<file path="src/rtl/signal_types_pkg.sv">
// signal_types_pkg: shared ADC capture types and constants.
// Sample layout, capture FSM states and trigger modes.
package signal_types_pkg;

  localparam int SAMPLE_W = 12;

  typedef struct packed {
    logic [3:0]          unused1;
    logic [SAMPLE_W-1:0] ch1;
    logic [3:0]          unused0;
    logic [SAMPLE_W-1:0] ch0;
  } adc_sample_t;

  typedef enum logic [2:0] {
    CAP_IDLE,
    CAP_ARM,
    CAP_WAIT_TRIG,
    CAP_POST,
    CAP_DONE
  } cap_state_e;

  typedef enum logic [1:0] {
    TRIG_IMM,
    TRIG_RISE,
    TRIG_FALL,
    TRIG_EXT
  } cap_trig_mode_e;

  function automatic logic cap_active(cap_state_e s);
    return (s == CAP_ARM) || (s == CAP_WAIT_TRIG) ||
           (s == CAP_POST);
  endfunction

endpackage

</file>
<file path="src/rtl/cap_trig_detect.sv">
// cap_trig_detect: threshold crossing and external edge trigger.
// Keeps the previous taken ch0 and a latched ext rising edge.
module cap_trig_detect
  import signal_types_pkg::*;
(
  input  logic                clk,
  input  logic                rst_n,
  input  logic                take,
  input  logic                clr,
  input  logic [1:0]          mode,
  input  logic [SAMPLE_W-1:0] level,
  input  logic [SAMPLE_W-1:0] sample,
  input  logic                ext,
  output logic                hit
);

  logic [SAMPLE_W-1:0] prev_ch0;
  logic                ext_q;
  logic                ext_seen;
  logic                ext_edge;
  logic                below_prev;
  logic                below_cur;

  assign ext_edge   = ext & ~ext_q;
  assign below_prev = prev_ch0 < level;
  assign below_cur  = sample < level;

  // trigger condition for the current take
  always_comb begin
    hit = 1'b0;
    unique case (cap_trig_mode_e'(mode))
      TRIG_IMM:  hit = take;
      TRIG_RISE: hit = take & below_prev & ~below_cur;
      TRIG_FALL: hit = take & ~below_prev & below_cur;
      TRIG_EXT:  hit = take & (ext_seen | ext_edge);
      default:   hit = 1'b0;
    endcase
  end

  // previous sample and ext edge latch; a take consumes the latch
  always_ff @(posedge clk or negedge rst_n) begin
    if (!rst_n) begin
      prev_ch0 <= '0;
      ext_q    <= 1'b0;
      ext_seen <= 1'b0;
    end else begin
      ext_q <= ext;
      if (take)
        prev_ch0 <= sample;
      if (take)
        ext_seen <= 1'b0;
      else if (ext_edge)
        ext_seen <= 1'b1;
      else if (clr)
        ext_seen <= 1'b0;
    end
  end

endmodule

</file>
<file path="src/rtl/adc_capture_writer.sv">
// adc_capture_writer: triggered two-channel ADC capture engine.
// Decimates, fills a pre-trigger ring and writes the window to two RAMs.
module adc_capture_writer
  import signal_types_pkg::*;
#(
  parameter int ADDR_WIDTH  = 11,
  parameter int DATA_WIDTH  = 16,
  parameter int DECIM_WIDTH = 8
) (
  input  logic                   sys_clk,
  input  logic                   sys_rst_n,
  input  logic [31:0]            adc_sample_i,
  input  logic                   adc_vld_i,
  input  logic                   cap_start_i,
  input  logic                   cap_abort_i,
  input  logic [ADDR_WIDTH:0]    cap_len_i,
  input  logic [ADDR_WIDTH-1:0]  cap_pre_i,
  input  logic [DECIM_WIDTH-1:0] cap_decim_i,
  input  logic [1:0]             trig_mode_i,
  input  logic [SAMPLE_W-1:0]    trig_level_i,
  input  logic                   trig_ext_i,
  output logic                   mem_we_o,
  output logic [ADDR_WIDTH-1:0]  mem_addr_o,
  output logic [DATA_WIDTH-1:0]  mem_din0_o,
  output logic [DATA_WIDTH-1:0]  mem_din1_o,
  output logic                   cap_busy_o,
  output logic                   cap_done_o,
  output logic [ADDR_WIDTH-1:0]  cap_trig_addr_o
);

  localparam int LW = ADDR_WIDTH + 1;

  adc_sample_t smp;
  logic        sample_unused;

  assign smp           = adc_sample_i;
  assign sample_unused = ^{smp.unused1, smp.unused0};

  cap_state_e state_q;
  cap_state_e state_d;
  cap_state_e c_state;

  logic                   start_q;
  logic                   start_edge;
  logic                   start_acc;
  logic                   busy;
  logic                   done_d;

  logic [LW-1:0]          len_l;
  logic [LW-1:0]          pre_l;
  logic [DECIM_WIDTH-1:0] decim_l;
  logic [1:0]             mode_l;
  logic [SAMPLE_W-1:0]    level_l;

  logic [LW-1:0]          len_n;
  logic [LW-1:0]          pre_x;
  logic [LW-1:0]          pre_n;

  logic [LW-1:0]          c_len;
  logic [LW-1:0]          c_pre;
  logic [DECIM_WIDTH-1:0] c_decim;
  logic [1:0]             c_mode;
  logic [SAMPLE_W-1:0]    c_level;
  logic [ADDR_WIDTH-1:0]  c_wptr;
  logic [LW-1:0]          c_fill;

  logic [DECIM_WIDTH-1:0] decim_cnt;
  logic [ADDR_WIDTH-1:0]  wptr_q;
  logic [LW-1:0]          fill_q;
  logic [LW-1:0]          fill_inc;
  logic [LW-1:0]          post_q;
  logic [LW-1:0]          post_init;
  logic [ADDR_WIDTH-1:0]  trig_addr_q;

  logic                   take;
  logic                   tk;
  logic                   hit;

  logic                   we_q;
  logic [ADDR_WIDTH-1:0]  addr_q;
  logic [DATA_WIDTH-1:0]  din0_q;
  logic [DATA_WIDTH-1:0]  din1_q;

  assign start_edge = cap_start_i & ~start_q;
  assign start_acc  = start_edge & ~cap_abort_i & ~busy;

  assign len_n = (cap_len_i == '0) ? LW'(1) : cap_len_i;
  assign pre_x = {1'b0, cap_pre_i};
  assign pre_n = (pre_x >= len_n) ? len_n - LW'(1) : pre_x;

  // the start-edge cycle runs on the freshly latched settings
  assign c_len   = start_acc ? len_n        : len_l;
  assign c_pre   = start_acc ? pre_n        : pre_l;
  assign c_decim = start_acc ? cap_decim_i  : decim_l;
  assign c_mode  = start_acc ? trig_mode_i  : mode_l;
  assign c_level = start_acc ? trig_level_i : level_l;
  assign c_wptr  = start_acc ? '0           : wptr_q;
  assign c_fill  = start_acc ? '0           : fill_q;
  assign c_state = start_acc ?
                   ((pre_n == '0) ? CAP_WAIT_TRIG : CAP_ARM) :
                   state_q;

  assign take = adc_vld_i & (start_acc | (decim_cnt == '0));
  assign tk   = take & cap_active(c_state) & ~cap_abort_i;

  assign fill_inc  = c_fill + LW'(1);
  assign post_init = c_len - c_pre - LW'(1);

  cap_trig_detect u_trig (
    .clk    (sys_clk),
    .rst_n  (sys_rst_n),
    .take   (tk),
    .clr    (start_acc),
    .mode   (c_mode),
    .level  (c_level),
    .sample (smp.ch0),
    .ext    (trig_ext_i),
    .hit    (hit)
  );

  // FSM state register
  always_ff @(posedge sys_clk or negedge sys_rst_n) begin
    if (!sys_rst_n)
      state_q <= CAP_IDLE;
    else
      state_q <= state_d;
  end

  // FSM next state, advanced only by takes
  always_comb begin
    state_d = c_state;
    if (cap_abort_i) begin
      state_d = CAP_IDLE;
    end else if (tk) begin
      unique case (c_state)
        CAP_ARM:
          if (fill_inc == c_pre)
            state_d = CAP_WAIT_TRIG;
        CAP_WAIT_TRIG:
          if (hit)
            state_d = (post_init == '0) ? CAP_DONE : CAP_POST;
        CAP_POST:
          if (post_q == LW'(1))
            state_d = CAP_DONE;
        default: ;
      endcase
    end
  end

  // FSM outputs; done lands one cycle after the last write
  always_comb begin
    busy   = 1'b0;
    done_d = 1'b0;
    unique case (state_q)
      CAP_ARM, CAP_WAIT_TRIG, CAP_POST:
        busy = 1'b1;
      CAP_DONE:
        done_d = ~cap_abort_i & ~start_edge;
      default: ;
    endcase
  end

  // control latch, decimation and window counters
  always_ff @(posedge sys_clk or negedge sys_rst_n) begin
    if (!sys_rst_n) begin
      start_q     <= 1'b0;
      len_l       <= '0;
      pre_l       <= '0;
      decim_l     <= '0;
      mode_l      <= '0;
      level_l     <= '0;
      decim_cnt   <= '0;
      wptr_q      <= '0;
      fill_q      <= '0;
      post_q      <= '0;
      trig_addr_q <= '0;
      cap_done_o  <= 1'b0;
    end else begin
      start_q    <= cap_start_i;
      cap_done_o <= done_d;
      if (start_acc) begin
        len_l   <= len_n;
        pre_l   <= pre_n;
        decim_l <= cap_decim_i;
        mode_l  <= trig_mode_i;
        level_l <= trig_level_i;
      end
      if (take)
        decim_cnt <= c_decim;
      else if (start_acc)
        decim_cnt <= '0;
      else if (adc_vld_i)
        decim_cnt <= decim_cnt - DECIM_WIDTH'(1);
      wptr_q <= c_wptr + ADDR_WIDTH'(tk);
      fill_q <= (tk && c_state == CAP_ARM) ? fill_inc : c_fill;
      if (tk && c_state == CAP_WAIT_TRIG && hit) begin
        trig_addr_q <= c_wptr;
        post_q      <= post_init;
      end else if (tk && c_state == CAP_POST) begin
        post_q <= post_q - LW'(1);
      end
    end
  end

  // registered RAM write port shared by both channels
  always_ff @(posedge sys_clk or negedge sys_rst_n) begin
    if (!sys_rst_n) begin
      we_q   <= 1'b0;
      addr_q <= '0;
      din0_q <= '0;
      din1_q <= '0;
    end else begin
      we_q <= tk;
      if (tk) begin
        addr_q <= c_wptr;
        din0_q <= DATA_WIDTH'(smp.ch0);
        din1_q <= DATA_WIDTH'(smp.ch1);
      end
    end
  end

  assign mem_we_o        = we_q;
  assign mem_addr_o      = addr_q;
  assign mem_din0_o      = din0_q;
  assign mem_din1_o      = din1_q;
  assign cap_busy_o      = busy;
  assign cap_trig_addr_o = trig_addr_q;

endmodule

</file>
<file path="config.mk">
export PLATFORM = sky130hd
export DESIGN_NAME = adc_capture_writer
export DESIGN_NICKNAME = d
export VERILOG_FILES = /design/src/rtl/signal_types_pkg.sv /design/src/rtl/cap_trig_detect.sv /design/src/rtl/adc_capture_writer.sv
export SDC_FILE = /design/constraint.sdc
export NUM_CORES = 1
export LEC_CHECK = 0
export ABC_AREA = 0
export ABC_CLOCK_PERIOD_IN_PS = 14070
export CORE_MARGIN = 5
export CORE_UTILIZATION = 45
export CTS_CLUSTER_SIZE = 24
export DETAILED_ROUTE_END_ITERATION = 8
export PLACE_DENSITY = 0.8
export SETUP_SLACK_MARGIN = 0.1
export SYNTH_ARGS = -nofsm -noshare
export SYNTH_HDL_FRONTEND = slang
export SYNTH_SLANG_ARGS = --single-unit
</file>
<file path="constraint.sdc">
create_clock -name sys_clk -period 14.07 [get_ports sys_clk]
set_clock_uncertainty 0.15 [all_clocks]
set_input_delay 1.407 -clock sys_clk [delete_from_list [all_inputs] [get_ports sys_clk]]
set_output_delay 1.407 -clock sys_clk [all_outputs]
set_load 0.005 [all_outputs]
</file>
==> run_summary.xml <==
<?xml version="1.0" encoding="UTF-8"?>
<metrics>
  <group name="run_status">
    <metric name="outcome" unit="">complete, no violations</metric>
  </group>
  <group name="sta">
    <metric name="timing.final.setup_violations" unit="">0</metric>
    <metric name="period_minus_slack" unit="ns">6.925</metric>
    <metric name="post-route-period-util" unit="%">49.22</metric>
    <metric name="timing_max_transition_violations_final" unit="">0</metric>
    <metric name="maxSlewHeadroom" unit="%">36.48</metric>
    <metric name="clock.fmax" unit="MHz">144.4</metric>
    <metric name="postLayoutSetupSlackWorst" unit="ns">7.145</metric>
    <metric name="timing_worst_slew_pin_value" unit="ns">0.9287</metric>
    <metric name="finalHoldViolations" unit="">0</metric>
    <metric name="unrepaired_setup_endpoints_after_global_routing" unit="">false</metric>
    <metric name="setup-tns-final" unit="ns">0</metric>
  </group>
  <group name="power_and_ir_drop">
    <metric name="switching_share" unit="%">34.55</metric>
    <metric name="power.sequential.fraction" unit="%">36.6</metric>
    <metric name="worst_ir_drop_vdd" unit="V">0.00009489</metric>
    <metric name="internal_power" unit="mW">0.9991</metric>
    <metric name="combPwrFrac" unit="%">36.6</metric>
    <metric name="power.density_cell_area" unit="mW/mm^2">145.8</metric>
    <metric name="share_clk_of_total_power" unit="%">26.8</metric>
    <metric name="power.switching" unit="mW">0.5273</metric>
    <metric name="fin_total_pwr" unit="mW">1.526</metric>
    <metric name="total_leakage_power" unit="nW">4.800</metric>
  </group>
  <group name="layout">
    <metric name="nNetsFinal" unit="">1143</metric>
    <metric name="design_area" unit="mm^2">0.01047</metric>
    <metric name="post_route_cells_drive_above_1_share" unit="%">10.20</metric>
    <metric name="antenna-diode-count" unit="">0</metric>
    <metric name="multiInputGateArea" unit="mm^2">0.004577</metric>
    <metric name="area_growth_syn_to_layout" unit="%">22.85</metric>
    <metric name="post-route-util" unit="%">56.14</metric>
    <metric name="layout.filler_cells" unit="">1613</metric>
    <metric name="register_area" unit="mm^2">0.003578</metric>
  </group>
  <group name="yosys">
    <metric name="synth_area_leaders" unit="">sky130_fd_sc_hd__dfrtp_1 (42%), sky130_fd_sc_hd__ha_1 (7.6%), sky130_fd_sc_hd__mux2_2 (5.4%)</metric>
    <metric name="synth_compound_gate_area_share" unit="%">12.97</metric>
    <metric name="syn-instance-count" unit="">891</metric>
    <metric name="syn_avg_cell_area" unit="um^2">9.562</metric>
    <metric name="synth.most_common_cell" unit="">sky130_fd_sc_hd__dfrtp_1</metric>
    <metric name="synth-async-reset-ratio" unit="%">100.0</metric>
    <metric name="share_of_the_yosys_chip_area_belonging_to_registers" unit="%">42.00</metric>
    <metric name="synth.yosys.warnings" unit="">0</metric>
    <metric name="post_synth_design_cell_area" unit="mm^2">0.008519</metric>
    <metric name="synthSimpleGateAreaFrac" unit="%">18.33</metric>
    <metric name="postSynthRegisterBits" unit="">143</metric>
    <metric name="post-synth-top-area-fraction" unit="%">42.00</metric>
    <metric name="yosys-mux-area-fraction" unit="%">8.122</metric>
    <metric name="synth_top_family_by_area" unit="">simple AND/OR/NAND/NOR gates</metric>
    <metric name="synthAdderAreaFrac" unit="%">7.872</metric>
    <metric name="post_synth_xor_area_fraction" unit="%">5.860</metric>
    <metric name="synth_ff_type" unit="">sky130_fd_sc_hd__dfrtp_1</metric>
    <metric name="synth_edf_count" unit="">0</metric>
    <metric name="synth.lib_cells_used.distinct" unit="">78</metric>
    <metric name="yosysTopAreaCell" unit="">sky130_fd_sc_hd__dfrtp_1</metric>
    <metric name="synth_common_cells" unit="">sky130_fd_sc_hd__dfrtp_1 (143), sky130_fd_sc_hd__nand2_1 (107), sky130_fd_sc_hd__nor2_1 (63)</metric>
  </group>
  <group name="die">
    <metric name="std_cell_rows" unit="">50</metric>
    <metric name="die_width" unit="um">147.6</metric>
    <metric name="io_pins" unit="">140</metric>
    <metric name="chipHeight" unit="um">147.6</metric>
    <metric name="core" unit="mm^2">0.01864</metric>
    <metric name="initial_util" unit="%">45.70</metric>
    <metric name="floorplan.die_area" unit="mm^2">0.02178</metric>
  </group>
  <group name="cts">
    <metric name="cts_tree" unit="">built</metric>
    <metric name="ctsHtreeMaxLevel" unit="">4</metric>
    <metric name="postCtsHoldBufs" unit="">0</metric>
    <metric name="clock_latency" unit="ns">0.43</metric>
    <metric name="clockBufferDepth" unit="">2</metric>
    <metric name="post_cts.resized_instances" unit="">0</metric>
    <metric name="cts.repair_timing.setup_buffer_count" unit="">0</metric>
    <metric name="clk_transition_reported_paths" unit="ns">0.06</metric>
    <metric name="cts_made_buffers" unit="">17</metric>
    <metric name="clock_tree.root_cell" unit="">sky130_fd_sc_hd__clkbuf_16</metric>
    <metric name="cts_num_sinks" unit="">143</metric>
  </group>
  <group name="setup_path">
    <metric name="worst-endpoint-required" unit="ns">14.26</metric>
    <metric name="timing.critical_path.fanout_max" unit="">20</metric>
    <metric name="critical_path_arrival" unit="ns">7.11</metric>
    <metric name="setup.worst_path.start_class" unit="">input pin</metric>
    <metric name="critical_path.endpoint_type" unit="">register</metric>
    <metric name="timing_worst_setup_path_type" unit="">in2reg</metric>
  </group>
  <group name="route">
    <metric name="antenna_violating_nets_post_route" unit="">0</metric>
    <metric name="drc" unit="">0</metric>
    <metric name="routedWlPerCell" unit="um">16.43</metric>
    <metric name="detail_routed_via_count_per_cell" unit="">5.518</metric>
    <metric name="initialDrtViolationCount" unit="">397</metric>
    <metric name="detailed_route_wl" unit="um">20610</metric>
    <metric name="dr.pass1.iters" unit="">5</metric>
    <metric name="route.vias.total" unit="">6919</metric>
  </group>
  <group name="global_routing">
    <metric name="wire_length_of_the_first_global_routing_pass" unit="um">34600</metric>
    <metric name="vias_in_the_first_global_route" unit="">7112</metric>
    <metric name="track_usage" unit="%">19.29</metric>
    <metric name="grt_max_degree" unit="">86</metric>
    <metric name="grt_antenna_before_repair" unit="">0</metric>
    <metric name="grt_overflow" unit="">0</metric>
  </group>
  <group name="run">
    <metric name="cap_viol_max_count" unit="">0</metric>
  </group>
  <group name="placed_design">
    <metric name="preCtsSetupSlack" unit="ns">6.843</metric>
    <metric name="routabilityCongestion" unit="">0.9679</metric>
    <metric name="detailed_place.area" unit="mm^2">0.009928</metric>
    <metric name="detailed_place_hpwl" unit="um">15030</metric>
    <metric name="portBuffers" unit="">123</metric>
  </group>
  <group name="min_path">
    <metric name="holdCritPathClass" unit="">reg2reg</metric>
  </group>
</metrics>
[area by class of cell]
type / instances / area share, %
Clock inverter: 14 / 1.040
Inverter: 56 / 2.008
Clock buffer: 18 / 4.100
Timing Repair Buffer: 128 / 12.13
Multi-Input combinational cell: 661 / 43.73
Tap cell: 234 / 2.797
Sequential cell: 143 / 34.19
[worst paths after layout]
check | startpoint | end | slack [ns] | cells after the start
hold / removal | decim_l[3] | decim_l[3] | 0.33 | 2
min in group asynchronous | sys_rst_n | mem_din1_o[0] | 0.83 | 1
max in group asynchronous | sys_rst_n | post_q[10] | 11.57 | 2
setup reg to reg | state_q[2] | state_q[2] | 8.79 | 15
setup / recovery | cap_len_i[2] | state_q[2] | 7.14 | 26
hold reg to reg | decim_l[3] | decim_l[3] | 0.33 | 2
[placed cells by master, fill, tap and decap left out, drive strengths merged, types with 14 or more instances in the layout]
cell type      count
o21ai             51
a21oi             39
nor2              64
mux2i             17
xor2              22
nor3              17
clkbuf            18
mux2              45
xnor2             35
nand2            107
ha                52
nand3             21
nand4             14
clkdlybuf4s50    122
dfrtp            143
inv               60
nor4              21
[state kept, by name, summed over array words and instances, names as in the netlist]
signal and flops:
cap_trig_addr_o 11, mem_din1_o 12, len_l 12, cap_done_o 1, post_q 12, u_trig.ext_seen 1
level_l 12, wptr_q 11, pre_l 12, u_trig.ext_q 1, mem_we_o 1, mem_addr_o 11
mem_din0_o 12, state_q 3, decim_l 8, start_q 1, fill_q 12, mode_l 2
decim_cnt 8
[metal layers]
| layer | global-route usage [%] | part of all wire, % | vias up | wire length (um) |
|---|---|---|---|---|
| met3 | 6.683 | 8.6 | 31 | 1764 |
| met5 | 0 | 0 | - | 0 |
| met2 | 30.95 | 46 | 224 | 9507 |
| met1 | 24.44 | 43 | 3298 | 8905 |
| met4 | 6.524 | 2.1 | 0 | 432 |
| li1 | - | - | 3366 | - |
[cells by family (layout without fill, tap and decap cells)]
group           after synthesis  count (layout)
xor+xnor                     57              57
compound gates              171             171
fa+ha+maj                    53              53
flops                       143             143
buf+inv                      94             216
simple gates                310             310
mux                          62              62
other cells                   1               8
[worst max-delay path: stages]
cell and delay [ns]:
sky130_fd_sc_hd__clkdlybuf4s50_1 0.69, sky130_fd_sc_hd__or3_1 0.20, sky130_fd_sc_hd__nor3_2 0.05, sky130_fd_sc_hd__a21oi_1 0.44, sky130_fd_sc_hd__clkinv_1 0.22, sky130_fd_sc_hd__ha_1 0.33, sky130_fd_sc_hd__nor2b_1 0.04, sky130_fd_sc_hd__o21ai_0 0.32
sky130_fd_sc_hd__a21o_1 0.28, sky130_fd_sc_hd__a21oi_1 0.09, sky130_fd_sc_hd__buf_4 0.24, sky130_fd_sc_hd__nand2_1 0.10, sky130_fd_sc_hd__a21oi_1 0.06, sky130_fd_sc_hd__a21oi_1 0.26, sky130_fd_sc_hd__ha_1 0.21, sky130_fd_sc_hd__inv_1 0.06
sky130_fd_sc_hd__fa_1 0.40, sky130_fd_sc_hd__nor2b_1 0.22, sky130_fd_sc_hd__o2111ai_1 0.15, sky130_fd_sc_hd__nand3_1 0.13, sky130_fd_sc_hd__and3_1 0.19, sky130_fd_sc_hd__o2111ai_1 0.13, sky130_fd_sc_hd__nor3_1 0.19, sky130_fd_sc_hd__nand4_1 0.24
sky130_fd_sc_hd__or2_1 0.28, sky130_fd_sc_hd__a31oi_1 0.17
[metrics by stage]
stage / hold slack (ns) / cells
global route: 0.3670 / 1254
CTS: 0.3319 / 1254
detailed placement: 0.3153 / 1222
floorplan: 0.2839 / 898
global placement: 0.3109 / 1222
finish: 0.3269 / 1254
[power groups by stage]
| stage | Sequential, mW | Clock, mW | Combinational (mW) |
|---|---|---|---|
| finish | 0.558 | 0.410 | 0.558 |
| global route | 0.571 | 0.436 | 0.625 |
| CTS | 0.558 | 0.417 | 0.560 |
| detailed placement | 0.564 | 0 | 0.547 |
| global placement | 0.562 | 0 | 0.531 |
| floorplan | 0.553 | 0 | 0.360 |
No activity file was read; power rests on OpenSTA's default activity.
